`src/rtl/fibl_pkg.sv`:
```
// Shared primitives for the Fibonacci engine: datapath width, vector type, FSM states.
package fibl_pkg;

  localparam int INT_N = 16;

  typedef logic [INT_N-1:0] int_t;

  typedef enum logic {
    IDLE = 1'b0,
    RUN  = 1'b1
  } state_e;

endpackage

```
`src/rtl/fibl_step.sv`:
```
// One Fibonacci recurrence step: (x, y) -> (y, x + y), wrapping mod 2^N.
module fibl_step
  import fibl_pkg::*;
#(
  parameter int N = INT_N
) (
  input  logic [N-1:0] x,
  input  logic [N-1:0] y,
  output logic [N-1:0] x_nxt,
  output logic [N-1:0] y_nxt
);

  assign x_nxt = y;
  assign y_nxt = x + y;

endmodule

```
`src/rtl/fibl.sv`:
```
// Iterative Fibonacci engine: samples index on read, steps once per clock,
// then pulses write for one cycle with F(a) mod 2^N on b.
module fibl
  import fibl_pkg::*;
#(
  parameter int N = INT_N
) (
  input  logic         clk,
  input  logic         rst,
  input  logic         read,
  input  logic [N-1:0] a,
  output logic [N-1:0] b,
  output logic         write
);

  state_e       state_q, state_d;
  logic [N-1:0] cnt_q, cnt_d;
  logic [N-1:0] x_q, x_d;
  logic [N-1:0] y_q, y_d;
  logic [N-1:0] b_q, b_d;
  logic         write_q, write_d;
  logic [N-1:0] x_nxt, y_nxt;

  fibl_step #(.N(N)) u_step (
    .x     (x_q),
    .y     (y_q),
    .x_nxt (x_nxt),
    .y_nxt (y_nxt)
  );

  always_ff @(posedge clk) begin
    if (rst) begin
      state_q <= IDLE;
      cnt_q   <= '0;
      x_q     <= '0;
      y_q     <= '0;
      b_q     <= '0;
      write_q <= 1'b0;
    end else begin
      state_q <= state_d;
      cnt_q   <= cnt_d;
      x_q     <= x_d;
      y_q     <= y_d;
      b_q     <= b_d;
      write_q <= write_d;
    end
  end

  // A read always (re)starts, so it overrides the terminating step.
  always_comb begin
    state_d = state_q;
    if (read)
      state_d = RUN;
    else if (state_q == RUN && cnt_q == '0)
      state_d = IDLE;
  end

  always_comb begin
    cnt_d   = cnt_q;
    x_d     = x_q;
    y_d     = y_q;
    b_d     = b_q;
    write_d = 1'b0;
    if (read) begin
      cnt_d = a;
      x_d   = '0;
      y_d   = N'(1);
    end else if (state_q == RUN) begin
      if (cnt_q != '0) begin
        x_d   = x_nxt;
        y_d   = y_nxt;
        cnt_d = cnt_q - N'(1);
      end else begin
        b_d     = x_q;
        write_d = 1'b1;
      end
    end
  end

  assign b     = b_q;
  assign write = write_q;

endmodule

```
`config.mk`:
```
export PLATFORM = sky130hd
export DESIGN_NAME = fibl
export DESIGN_NICKNAME = d
export VERILOG_FILES = /design/src/rtl/fibl_pkg.sv /design/src/rtl/fibl_step.sv /design/src/rtl/fibl.sv
export SDC_FILE = /design/constraint.sdc
export NUM_CORES = 1
export LEC_CHECK = 0
export CAP_MARGIN = 20
export CORE_UTILIZATION = 36
export DETAILED_ROUTE_END_ITERATION = 8
export SLEW_MARGIN = 10
export SYNTH_ARGS = -nofsm -noshare
export SYNTH_HDL_FRONTEND = slang
export SYNTH_HIERARCHICAL = 1
export SYNTH_SLANG_ARGS = --single-unit
```
`constraint.sdc`:
```
create_clock -name clk -period 5.1 [get_ports clk]
set_clock_uncertainty 0.05 [all_clocks]
set_input_delay 0.765 -clock clk [delete_from_list [all_inputs] [get_ports clk]]
set_output_delay 0.765 -clock clk [all_outputs]
set_load 0.005 [all_outputs]
```
==> impl_metrics.env <==
export IMPL_synth_seq_cells=66
export IMPL_start_util_pct=37.02
export IMPL_fill_cells=1032
export IMPL_ant_nets=0
export IMPL_clkSinkCount=66
export IMPL_layout_min_cycle_time_ps=2597
export IMPL_hold_viol_final=0
export IMPL_dieArea_um2=10980
export IMPL_async_reset_ff_share_pct=0
export IMPL_grt_usage_pct=17.54
export IMPL_syn_num_nets=506
export IMPL_path_buf_inv=3
export IMPL_hp_class="reg -> reg"
export IMPL_maxCapViolations=0
export IMPL_required_ps=5260
export IMPL_synthSimpleGateAreaFrac_pct=19.89
export IMPL_holdBufCountCts=0
export IMPL_die_h_um=104.8
export IMPL_ir_drop_v=0.0001019
export IMPL_critPathCaptureType="register"
export IMPL_fin_nets=507
export IMPL_syn_to_final_growth_pct=14.01
export IMPL_worst_path_max_fanout=22
export IMPL_wl_per_cell_um=15.11
export IMPL_grt_max_degree=59
export IMPL_crit_slowest_cell="nand2_1"
export IMPL_leakage_nw=1.470
export IMPL_num_vias=3501
export IMPL_setup_ws_ps=2503
export IMPL_ios=36
export IMPL_maxSlewHeadroom_pct=33.28
export IMPL_worst_setup_path_type="in -> reg"
export IMPL_layout_commonest_cell="a21oi_1"
export IMPL_die_x_um=104.8
export IMPL_worstMarginPinSlew_ps=999.7
export IMPL_ys_flop_type="dfxtp_1"
export IMPL_cp_top_family="buffers and inverters"
export IMPL_seqCellArea_um2=1321
export IMPL_viasPerCell=5.721
export IMPL_r2r_end="y_q[10]"
export IMPL_finalSetupTns_ps=0
export IMPL_seq_area_frac_synth_pct=34.73
export IMPL_hpwlAfterDp_mm=6.082
export IMPL_synth_top_area_cell="dfxtp_1"
export IMPL_slew_viol_final=0
export IMPL_synthCells=470
export IMPL_synth_top_family_by_area="compound AO/OA/AOI/OAI gates"
export IMPL_cts_resized_gates=0
export IMPL_final_period_utilization_pct=50.93
export IMPL_powerDensity_nw_per_um2=278.3
export IMPL_rows=37
export IMPL_endpoint="b[4]"
export IMPL_insertion_delay_ps=340
export IMPL_synth_xor_area_share_pct=3.913
export IMPL_synth_top_area_share_pct=34.73
export IMPL_drc=0
export IMPL_status="completed"
export IMPL_wl_mm=9.246
export IMPL_r2r_start="y_q[0]"
export IMPL_crit_cells=6
export IMPL_multi_input_area_um2=2176
export IMPL_path_cells="clkdlybuf4s50_1, buf_4, inv_1, nand2_1, o21ai_0, a21oi_1"
export IMPL_drive_gt1_share_pct=7.563
export IMPL_cp_start_kind="input port"
export IMPL_synth_distinct_cells=55
export IMPL_synthAdderAreaFrac_pct=5.788
export IMPL_final_cell_mix="a21oi_1, dfxtp_1, nand3_1"
export IMPL_yosys_warnings=6
export IMPL_clockBufferDepth=2
export IMPL_gp_congestion=0.9072
export IMPL_globalRouteOverflowTotal=0
export IMPL_grt_pass1_vias=3204
export IMPL_first_pass_iters=4
export IMPL_critPathLaunch="read"
export IMPL_post_place_ws_ps=2134
export IMPL_initialDrtViolationCount=236
export IMPL_cts_root_buf="clkbuf_8"
export IMPL_synth_compound_area_share_pct=27.06
export IMPL_antenna_cells=0
export IMPL_synth_area_um2=3805
export IMPL_rsz0062_at_grt="no"
export IMPL_syn_avg_cell_area_um2=8.096
export IMPL_portBuffers=35
export IMPL_synth_edf_count=0
export IMPL_post_cts_buffers=0
export IMPL_grt_pass1_wl_mm=15.85
export IMPL_reg2reg_depth=9
export IMPL_worstPathArrival_ps=2750
export IMPL_cts_tree="built"
export IMPL_muxShareOfSynthArea_pct=0.5261
export IMPL_cts_clk_slew_worst_paths_ps=70
export IMPL_core_area_um2=10280
export IMPL_fmax_ghz=0.3850
export IMPL_cts_buffers=9
export IMPL_cpPeakStageDelay_ps=510
export IMPL_synth_area_leaders="dfxtp_1, a21oi_1, nand3_1"
export IMPL_antenna_found_initial=0
export IMPL_htree_num_levels=3
export IMPL_r2r_setup_slack_ps=2530
export IMPL_setup_violations=0
==> synthesized netlist by cell type, types with 2 or more instances <==
cell type,instances
or3_1,4
and4_4,2
buf_2,3
nor3_1,6
nor3b_1,3
or2_2,2
o41a_1,2
nor4b_1,2
nand2_1,18
xor2_1,7
nand3_1,58
nor4_4,2
a311oi_1,7
clkbuf_1,19
nor2_1,18
buf_1,7
and3_1,2
o21ai_1,8
nor2b_1,6
mux2i_1,2
nand4_1,4
dfxtp_1,66
o211ai_1,5
a21oi_1,68
inv_1,10
a2111oi_2,3
or4_1,2
nor4_1,4
xnor2_1,10
a31oi_1,3
o21bai_1,3
o21ai_0,53
o32ai_1,2
a22oi_1,2
ha_1,16
buf_4,21
a21o_1,2
==> metal layers <==
| layer | part of all wire [%] | global-route usage [%] |
|---|---|---|
| met5 | 0 | 0 |
| met4 | 1.4 | 6.036 |
| met3 | 4.6 | 2.246 |
| met2 | 45 | 26.44 |
| met1 | 49 | 25.56 |
==> cell families after synthesis <==
kind of cell / count (synthesis)
buffers and inverters: 60
XOR/XNOR: 17
AO/OA/AOI/OAI: 171
flip-flops: 66
AND/OR/NAND/NOR: 137
multiplexers: 2
adder cells (fa/ha/maj): 17
==> registers in the layout, summed over array words and instances, names as in the netlist <==
signal	flops
b	16
cnt_q	16
state_q	1
write	1
x_q	16
y_q	16
==> worst reg2reg max path, stage by stage, from the launching register on <==
cell	delay [ps]
dfxtp_1	330
ha_1	240
fa_1	410
a21o_2	260
a311oi_2	360
o21ai_0	230
a311oi_1	320
nor3_1	80
nand3_1	100
a21oi_1	60
==> report_power, final <==
part           leakage, nW  switching (mW)  internal, mW  total, mW
Combinational        0.811          0.0748        0.0463      0.121
Clock                0.123           0.218         0.325      0.543
Sequential           0.536          0.0171         0.526      0.543
==> metrics by stage <==
stage          hold WS [ps]  cell area [um^2]  util, %  std cells  power (mW)
3_5_place_dp          418.4              4085    39.75        595      0.6741
3_3_place_gp          414.6              4085    39.75        595      0.6721
2_1_floorplan         406.9              3805        -        470      0.6376
4_1_cts               428.7              4327    42.10        611       1.210
6_report              426.4              4338    42.21        612       1.207
5_1_grt               452.0              4338    42.21        612       1.254
==> layout make-up <==
type | count | area share (%)
multi-input cells | 344 | 50.16
flip-flops and latches | 66 | 30.46
repair buffers | 40 | 9.028
well taps | 136 | 3.923
clock buffers | 9 | 2.855
clock inverters | 7 | 2.711
inverters | 10 | 0.8653
==> worst min-delay path by stage <==
stage | from | endpoint | cells after the start | slack (ps)
global route | b[10] | b[10] | 2 | 450
global placement | b[13] | b[13] | 2 | 410
CTS | b[13] | b[13] | 2 | 430
floorplan | x_q[0] | b[0] | 2 | 410
finish | b[13] | b[13] | 2 | 430
detailed placement | b[13] | b[13] | 2 | 420
(Power assumes the default switching activity.)
